File: config.mk
export PLATFORM = sky130hd
export DESIGN_NAME = l1_moesi_cache
export DESIGN_NICKNAME = d
export VERILOG_FILES = /design/src/rtl/l1_moesi_cache.sv
export SDC_FILE = /design/constraint.sdc
export NUM_CORES = 1
export LEC_CHECK = 0
export CAP_MARGIN = 20
export CELL_PAD_IN_SITES_DETAIL_PLACEMENT = 0
export CELL_PAD_IN_SITES_GLOBAL_PLACEMENT = 2
export CORE_MARGIN = 4
export CORE_UTILIZATION = 32
export CTS_BUF_LIST = sky130_fd_sc_hd__clkbuf_2
export DETAILED_ROUTE_END_ITERATION = 8
export PLACE_DENSITY = 0.75
export SETUP_SLACK_MARGIN = 0.1
export SYNTH_ARGS = -nofsm -noshare
export SYNTH_HDL_FRONTEND = slang
export SYNTH_SLANG_ARGS = --single-unit
File: constraint.sdc
create_clock -name clk -period 3.1 [get_ports clk]
set_input_delay 0.465 -clock clk [delete_from_list [all_inputs] [get_ports clk]]
set_output_delay 0.465 -clock clk [all_outputs]
set_load 0.02 [all_outputs]
File: src/rtl/l1_moesi_cache.sv
// l1_moesi_cache: single-core direct-mapped L1 data cache with a MOESI
// controller FSM on the CPU side and a bus snooper, sharing one line array.
//
// Handshakes: a CPU request transfers on a cycle where cpu_valid && cpu_ready.
// A bus request transfers on a cycle where bus_req_valid && bus_req_ready.
// Once raised, bus_req_valid and every bus_req_* field stay stable until that
// transfer, with two exceptions: an aborted write-back (victim invalidated by
// a snoop) and an upgrade that turns into BUS_RDX after losing its line.
module l1_moesi_cache #(
  parameter int ADDR_BITS  = 6,
  parameter int INDEX_BITS = 2,
  parameter int DATA_BITS  = 8
) (
  input  logic                 clk,
  input  logic                 reset,
  input  logic                 cpu_valid,
  input  logic                 cpu_command,
  input  logic [ADDR_BITS-1:0] cpu_addr,
  input  logic [DATA_BITS-1:0] cpu_write_data,
  output logic                 cpu_ready,
  output logic                 cpu_read_valid,
  output logic [DATA_BITS-1:0] cpu_read_data,
  output logic                 bus_req_valid,
  input  logic                 bus_req_ready,
  output logic [ADDR_BITS-1:0] bus_req_addr,
  output logic [1:0]           bus_req,
  output logic [DATA_BITS-1:0] bus_req_data,
  input  logic                 bus_resp_valid,
  input  logic [DATA_BITS-1:0] bus_resp_data,
  input  logic                 bus_resp_shared,
  input  logic                 snoop_valid,
  input  logic [ADDR_BITS-1:0] snoop_addr,
  input  logic [1:0]           snoop_req,
  output logic                 snoop_shared,
  output logic [DATA_BITS-1:0] snoop_data
);

  localparam int TAG_BITS = ADDR_BITS - INDEX_BITS;
  localparam int LINES    = 1 << INDEX_BITS;

  // Line states
  localparam logic [2:0] L_I = 3'd0;
  localparam logic [2:0] L_S = 3'd1;
  localparam logic [2:0] L_E = 3'd2;
  localparam logic [2:0] L_O = 3'd3;
  localparam logic [2:0] L_M = 3'd4;

  // Bus request encodings
  localparam logic [1:0] BUS_RD   = 2'd0;
  localparam logic [1:0] BUS_RDX  = 2'd1;
  localparam logic [1:0] BUS_UPGR = 2'd2;
  localparam logic [1:0] BUS_WB   = 2'd3;

  typedef enum logic [2:0] {
    ST_IDLE      = 3'd0,
    ST_WB        = 3'd1,
    ST_UPGR      = 3'd2,
    ST_FILL_REQ  = 3'd3,
    ST_FILL_WAIT = 3'd4,
    ST_RESP      = 3'd5
  } ctrl_state_e;

  ctrl_state_e state_q, state_d;

  // Request held from the accept edge
  logic                 cmd_q, cmd_d;
  logic [ADDR_BITS-1:0] addr_q, addr_d;
  logic [DATA_BITS-1:0] wdata_q, wdata_d;

  // Line array
  logic [LINES-1:0][2:0]           line_state_q, line_state_d;
  logic [LINES-1:0][TAG_BITS-1:0]  line_tag_q, line_tag_d;
  logic [LINES-1:0][DATA_BITS-1:0] line_data_q, line_data_d;

  // Registered snoop response
  logic                 snoop_shared_q, snoop_shared_d;
  logic [DATA_BITS-1:0] snoop_data_q, snoop_data_d;

  // Controller line-write port (wins over the snooper on the same index)
  logic                  ctrl_we;
  logic [INDEX_BITS-1:0] ctrl_idx;
  logic [TAG_BITS-1:0]   ctrl_tag;
  logic [DATA_BITS-1:0]  ctrl_data;
  logic [2:0]            ctrl_state;

  // Address decode for the incoming request, the held request and the snoop
  logic [INDEX_BITS-1:0] in_idx, req_idx, s_idx;
  logic [TAG_BITS-1:0]   in_tag, req_tag, s_tag;
  logic                  in_hit, req_hit, s_hit;
  logic [2:0]            in_st, req_st, s_st;

  assign in_idx  = cpu_addr[INDEX_BITS-1:0];
  assign in_tag  = cpu_addr[ADDR_BITS-1:INDEX_BITS];
  assign req_idx = addr_q[INDEX_BITS-1:0];
  assign req_tag = addr_q[ADDR_BITS-1:INDEX_BITS];
  assign s_idx   = snoop_addr[INDEX_BITS-1:0];
  assign s_tag   = snoop_addr[ADDR_BITS-1:INDEX_BITS];

  assign in_st   = line_state_q[in_idx];
  assign req_st  = line_state_q[req_idx];
  assign s_st    = line_state_q[s_idx];
  assign in_hit  = (in_st != L_I) && (line_tag_q[in_idx] == in_tag);
  assign req_hit = (req_st != L_I) && (line_tag_q[req_idx] == req_tag);
  assign s_hit   = (s_st != L_I) && (line_tag_q[s_idx] == s_tag);

  assign snoop_shared = snoop_shared_q;
  assign snoop_data   = snoop_data_q;

  // Controller next state, CPU/bus outputs and controller line writes
  always_comb begin
    state_d        = state_q;
    cmd_d          = cmd_q;
    addr_d         = addr_q;
    wdata_d        = wdata_q;
    ctrl_we        = 1'b0;
    ctrl_idx       = req_idx;
    ctrl_tag       = req_tag;
    ctrl_data      = line_data_q[req_idx];
    ctrl_state     = req_st;
    cpu_ready      = 1'b0;
    cpu_read_valid = 1'b0;
    cpu_read_data  = '0;
    bus_req_valid  = 1'b0;
    bus_req_addr   = '0;
    bus_req        = BUS_RD;
    bus_req_data   = '0;

    case (state_q)
      ST_IDLE: begin
        cpu_ready = 1'b1;
        if (cpu_valid) begin
          cmd_d   = cpu_command;
          addr_d  = cpu_addr;
          wdata_d = cpu_write_data;
          if (in_hit && !cpu_command) begin
            state_d = ST_RESP;
          end else if (in_hit && (in_st == L_E || in_st == L_M)) begin
            // Exclusive store hit completes silently at the accept edge
            ctrl_we    = 1'b1;
            ctrl_idx   = in_idx;
            ctrl_tag   = in_tag;
            ctrl_data  = cpu_write_data;
            ctrl_state = L_M;
          end else if (in_hit) begin
            state_d = ST_UPGR;
          end else if (in_st == L_M || in_st == L_O) begin
            state_d = ST_WB;
          end else begin
            state_d = ST_FILL_REQ;
          end
        end
      end

      ST_WB: begin
        if (req_st == L_M || req_st == L_O) begin
          bus_req_valid = 1'b1;
          bus_req       = BUS_WB;
          bus_req_addr  = {line_tag_q[req_idx], req_idx};
          bus_req_data  = line_data_q[req_idx];
          if (bus_req_ready) begin
            ctrl_we    = 1'b1;
            ctrl_tag   = line_tag_q[req_idx];
            ctrl_state = L_I;
            state_d    = ST_FILL_REQ;
          end
        end else begin
          // A snoop took the dirty victim away; nothing left to write back
          state_d = ST_FILL_REQ;
        end
      end

      ST_UPGR: begin
        if (req_hit && (req_st == L_S || req_st == L_O)) begin
          bus_req_valid = 1'b1;
          bus_req       = BUS_UPGR;
          bus_req_addr  = addr_q;
          if (bus_req_ready) begin
            ctrl_we    = 1'b1;
            ctrl_data  = wdata_q;
            ctrl_state = L_M;
            state_d    = ST_IDLE;
          end
        end else begin
          // Line lost to a snoop: retry as a full store miss (BUS_RDX)
          state_d = ST_FILL_REQ;
        end
      end

      ST_FILL_REQ: begin
        bus_req_valid = 1'b1;
        bus_req       = cmd_q ? BUS_RDX : BUS_RD;
        bus_req_addr  = addr_q;
        if (bus_req_ready) begin
          state_d = ST_FILL_WAIT;
        end
      end

      ST_FILL_WAIT: begin
        if (bus_resp_valid) begin
          ctrl_we  = 1'b1;
          ctrl_tag = req_tag;
          if (cmd_q) begin
            ctrl_data  = wdata_q;
            ctrl_state = L_M;
            state_d    = ST_IDLE;
          end else begin
            ctrl_data  = bus_resp_data;
            ctrl_state = bus_resp_shared ? L_S : L_E;
            state_d    = ST_RESP;
          end
        end
      end

      ST_RESP: begin
        cpu_read_valid = 1'b1;
        cpu_read_data  = line_data_q[req_idx];
        state_d        = ST_IDLE;
      end

      default: begin
        state_d = ST_IDLE;
      end
    endcase

    // Reset forces every output low and blocks all line writes
    if (reset) begin
      ctrl_we        = 1'b0;
      cpu_ready      = 1'b0;
      cpu_read_valid = 1'b0;
      cpu_read_data  = '0;
      bus_req_valid  = 1'b0;
      bus_req_addr   = '0;
      bus_req        = BUS_RD;
      bus_req_data   = '0;
    end
  end

  // Snoop state update and response, then controller write overriding it
  always_comb begin
    line_state_d   = line_state_q;
    line_tag_d     = line_tag_q;
    line_data_d    = line_data_q;
    snoop_shared_d = 1'b0;
    snoop_data_d   = '0;

    if (snoop_valid && s_hit) begin
      case (snoop_req)
        BUS_RD: begin
          snoop_shared_d = 1'b1;
          snoop_data_d   = line_data_q[s_idx];
          if (s_st == L_M) begin
            line_state_d[s_idx] = L_O;
          end else if (s_st == L_E) begin
            line_state_d[s_idx] = L_S;
          end
        end
        BUS_RDX, BUS_UPGR: begin
          snoop_shared_d      = 1'b1;
          snoop_data_d        = line_data_q[s_idx];
          line_state_d[s_idx] = L_I;
        end
        default: begin
          // BUS_WB from another cache: no state change, no response
        end
      endcase
    end

    if (ctrl_we) begin
      line_state_d[ctrl_idx] = ctrl_state;
      line_tag_d[ctrl_idx]   = ctrl_tag;
      line_data_d[ctrl_idx]  = ctrl_data;
    end
  end

  // State registers with synchronous reset
  always_ff @(posedge clk) begin
    if (reset) begin
      state_q        <= ST_IDLE;
      cmd_q          <= 1'b0;
      addr_q         <= '0;
      wdata_q        <= '0;
      line_state_q   <= '0;
      line_tag_q     <= '0;
      line_data_q    <= '0;
      snoop_shared_q <= 1'b0;
      snoop_data_q   <= '0;
    end else begin
      state_q        <= state_d;
      cmd_q          <= cmd_d;
      addr_q         <= addr_d;
      wdata_q        <= wdata_d;
      line_state_q   <= line_state_d;
      line_tag_q     <= line_tag_d;
      line_data_q    <= line_data_d;
      snoop_shared_q <= snoop_shared_d;
      snoop_data_q   <= snoop_data_d;
    end
  end

endmodule

==> flow_summary_export.csv <==
group,metric,value,unit
status,status,"finished, violations left",
status,violations,"negative setup slack",
global_routing,grtUsageTotal,20.7,%
sta,setup_tns,-10610,ps
synthesis,syn_nets,640,
sta,period_minus_slack,3440,ps
route,wl,20400,um
synthesis,yosys.area_share.simple,18.6,%
setup_path,crit_path_max_fanout,4,
synthesis,ys_types,66,
setup_path,crit_top_cell,"buf_6",
route,drc,0,
cells_and_area,fillerInstances,1543,
floorplanning,ioPinCount,74,
cells_and_area,regArea,1750,sq um
synthesis,synth_compound_area_share,22.6,%
cells_and_area,area_growth,49.7,%
sta,post-route-period-util,111,%
setup_path,cp.arrival,2970,ps
sta,holdWs,437,ps
global_routing,grt_pass1_wl,32000,um
global_routing,grt_max_degree,24,
worst_hold_path,hp-class,"primary input to flip-flop",
cells_and_area,nets,821,
global_routing,antenna_found_initial,1,
clock_tree,clk_pin_slew_worst_paths,330,ps
placement,place.gp.congestion,0.884,
worst_hold_path,min_from,"cpu_write_data[1]",
synthesis,synth_seq_cells,87,
sta,drv_slew,0,
setup_path,r2r-end,"line_data_q[17]",
worst_hold_path,hold_path_depth,3,
sta,worstMarginPinSlew,859,ps
route,vias_per_cell,5.53,
clock_tree,cts.sinks,87,
route,dr.pass1.iters,6,
synthesis,synth_top_family_by_area,"compound AO/OA/AOI/OAI gates",
synthesis,ys_warn_count,0,
floorplanning,start_util,33.0,%
sta,setup_viol,70,
sta,fmax,0.291,GHz
global_routing,grtUsageMet3,2.92,%
clock_tree,clkLatencyLatePin,650,ps
sta,rsz0062_at_grt,"true",
power,ir_drop,0.191,mV
global_routing,met1_usage,28.5,%
setup_path,crit_path_start_kind,"flip-flop",
setup_path,path_class,"flip-flop to output port",
synthesis,synth_edf_count,0,
route,drt_iter0_markers,391,
sta,fin_skew,52.7,ps
synthesis,synth_mux_area_share,19.6,%
setup_path,slowest_stage,"mux4_2",
setup_path,endpoint_kind,"output port",
placement,dpl.cell_count,963,
synthesis,syn_area_per_cell,9.22,sq um
placement,place_ws,-584,ps
placement,dpl_cell_area,7280,sq um
synthesis,synth-main-ff-cell,"dfxtp_1",
clock_tree,numCtsBuffers,9,
power,p_per_area,351,nW/um^2
global_routing,busiest_layer,"met2",
global_routing,use_met2,33.5,%
cells_and_area,final_area,8280,sq um
power,power,2.91,mW
synthesis,ys_async_sr_fraction,0,%
setup_path,reg2reg_from,"addr_q[0]",
cells_and_area,instances_no_fill,1007,
sta,slew_headroom,42.5,%
route,post_drt_wl_per_cell,20.3,um
cells_and_area,final_cell_mix,"110 x buf_4, 85 x dfxtp_1, 47 x nand2_1, 47 x clkdlybuf4s50_1, 45 x a21oi_1",
clock_tree,cts_root_buf,"clkbuf_2",
power,p_leak,3.28,nW
setup_path,worst-path-buf-inv,5,
global_routing,grt-ovfl-total,0,
route,ant_nets,0,
floorplanning,die_w,139,um
setup_path,slowest_delay,570,ps
synthesis,syn_area,5530,sq um
placement,portBuffers,73,
floorplanning,core,16800,sq um
floorplanning,die_area,19400,sq um
placement,dp_hpwl,15000,um
route,vias,5572,
clock_tree,htreeDepth,3,
setup_path,cp_cell_sequence,"buf_12 -> mux4_2 -> buf_6 -> and3b_2 -> buf_6 -> nor2_4 -> nor3_4 -> buf_6 -> a22oi_1 -> nor2_1 -> buf_4",
synthesis,synth_xor_area_share,2.67,%
setup_path,reg2reg_depth,12,
synthesis,syn_inst,600,
cells_and_area,drive_gt1_share,39.4,%
floorplanning,num_rows,47,
setup_path,timing.reg2reg.setup_slack,-240,ps
cells_and_area,final_util,49.4,%
cells_and_area,final_common_cell,"buf_4",
cells_and_area,multiInputGateArea,4070,sq um
sta,setup_ws,-336,ps
setup_path,cp_top_family,"buffers and inverters",
synthesis,synth_fa_ha_area_share,0.452,%
synthesis,yosysSeqAreaShare,31.5,%
worst_hold_path,holdPathEnd,"wdata_q[1]",
sta,hold_viol,0,
clock_tree,cts.path.max_buffers,2,
global_routing,grt_pass1_vias,5579,
clock_tree,tritoncts,"built",
setup_path,required,2630,ps
flow_run,maxCapViolations,0,
floorplanning,die_y,139,um
## synth_stat cells (7+ instances only)
master,n,share of area (%)
o22a_1,8,1.3
nand2_1,49,3.3
a21oi_1,55,5.0
a221o_1,14,2.5
dfxtp_1,87,31
nor3_1,7,0.63
inv_1,16,1.1
mux2_2,11,2.2
and3_1,9,1.0
a22o_1,10,1.6
nand3_1,21,1.9
xor2_1,8,1.3
mux4_2,34,14
xnor2_1,7,1.1
o21ai_0,23,2.1
nor2_1,44,3.0
o2bb2ai_1,9,1.4
buf_2,9,0.81
clkbuf_1,29,2.0
nor2b_1,25,2.8
and2_1,17,1.9
mux2i_1,14,2.5
## where the power goes
part	switching (mW)	total (mW)	internal [mW]
logic	0.604	1.06	0.458
registers	0.0465	1.20	1.16
clock network	0.507	0.643	0.136
## how the worst max path moves through the flow
stage | startpoint | to | slack [ps] | cells past startpoint
6_report | addr_q[0] | bus_req_addr[5] | -340 | 11
5_1_grt | addr_q[0] | bus_req_addr[1] | -420 | 9
4_1_cts | addr_q[0] | bus_req_addr[5] | -390 | 11
3_5_place_dp | cpu_addr[0] | line_data_q[25] | -580 | 10
3_3_place_gp | cpu_addr[0] | line_data_q[25] | -500 | 10
2_1_floorplan | cpu_addr[1] | line_data_q[19] | 140 | 10
## kinds of logic (layout without fill, tap and decap cells)
logic type,after synthesis,after routing
AOI/OAI and AO/OA,173,173
other,0,1
adders and majority gates,2,2
buffers and inverters,59,245
xor gates and xnor gates,16,16
and+or+nand+nor,201,201
muxes,62,62
DFF,87,87
## per-layer routing
layer  routed length [um]  vias to the layer above
li1                     -                     2620
met4                  415                        0
met5                    0                        -
met1                 9360                     2751
met2                 9660                      173
met3                  987                       28
## state kept, by name (all words and copies together) (netlist names)
signal and flops:
line_tag_q 16, snoop_data 8, wdata_q 8, state_q 3, snoop_shared 1, cmd_q 1, line_state_q 12, line_data_q 32
addr_q 6
## layout make-up
cell class	count	area share, %
Inverter	16	0.725
Clock inverter	7	0.877
Antenna cell	1	0.0302
Sequential cell	87	21.1
Tap cell	220	3.32
Clock buffer	9	0.544
Multi-Input combinational cell	454	49.1
Timing Repair Buffer	213	24.3
## worst register-to-register path: cells and delay by family, from the launching register on
kind	cells	cell delay, ps
AOI/OAI and AO/OA	2	800
xor gates and xnor gates	1	190
muxes	2	860
buffers and inverters	4	450
DFF	1	460
and+or+nand+nor	3	480
## what timing repair did
item                                    in CTS  in global routing
hold buffers                                 0                  0
cloned                                       1                  0
endpoints found under the setup margin      87                 79
gates resized for setup                    198                 48
buffers inserted                            15                 12
pin swaps                                   21                 24
Power figures use the tool's default switching activity.
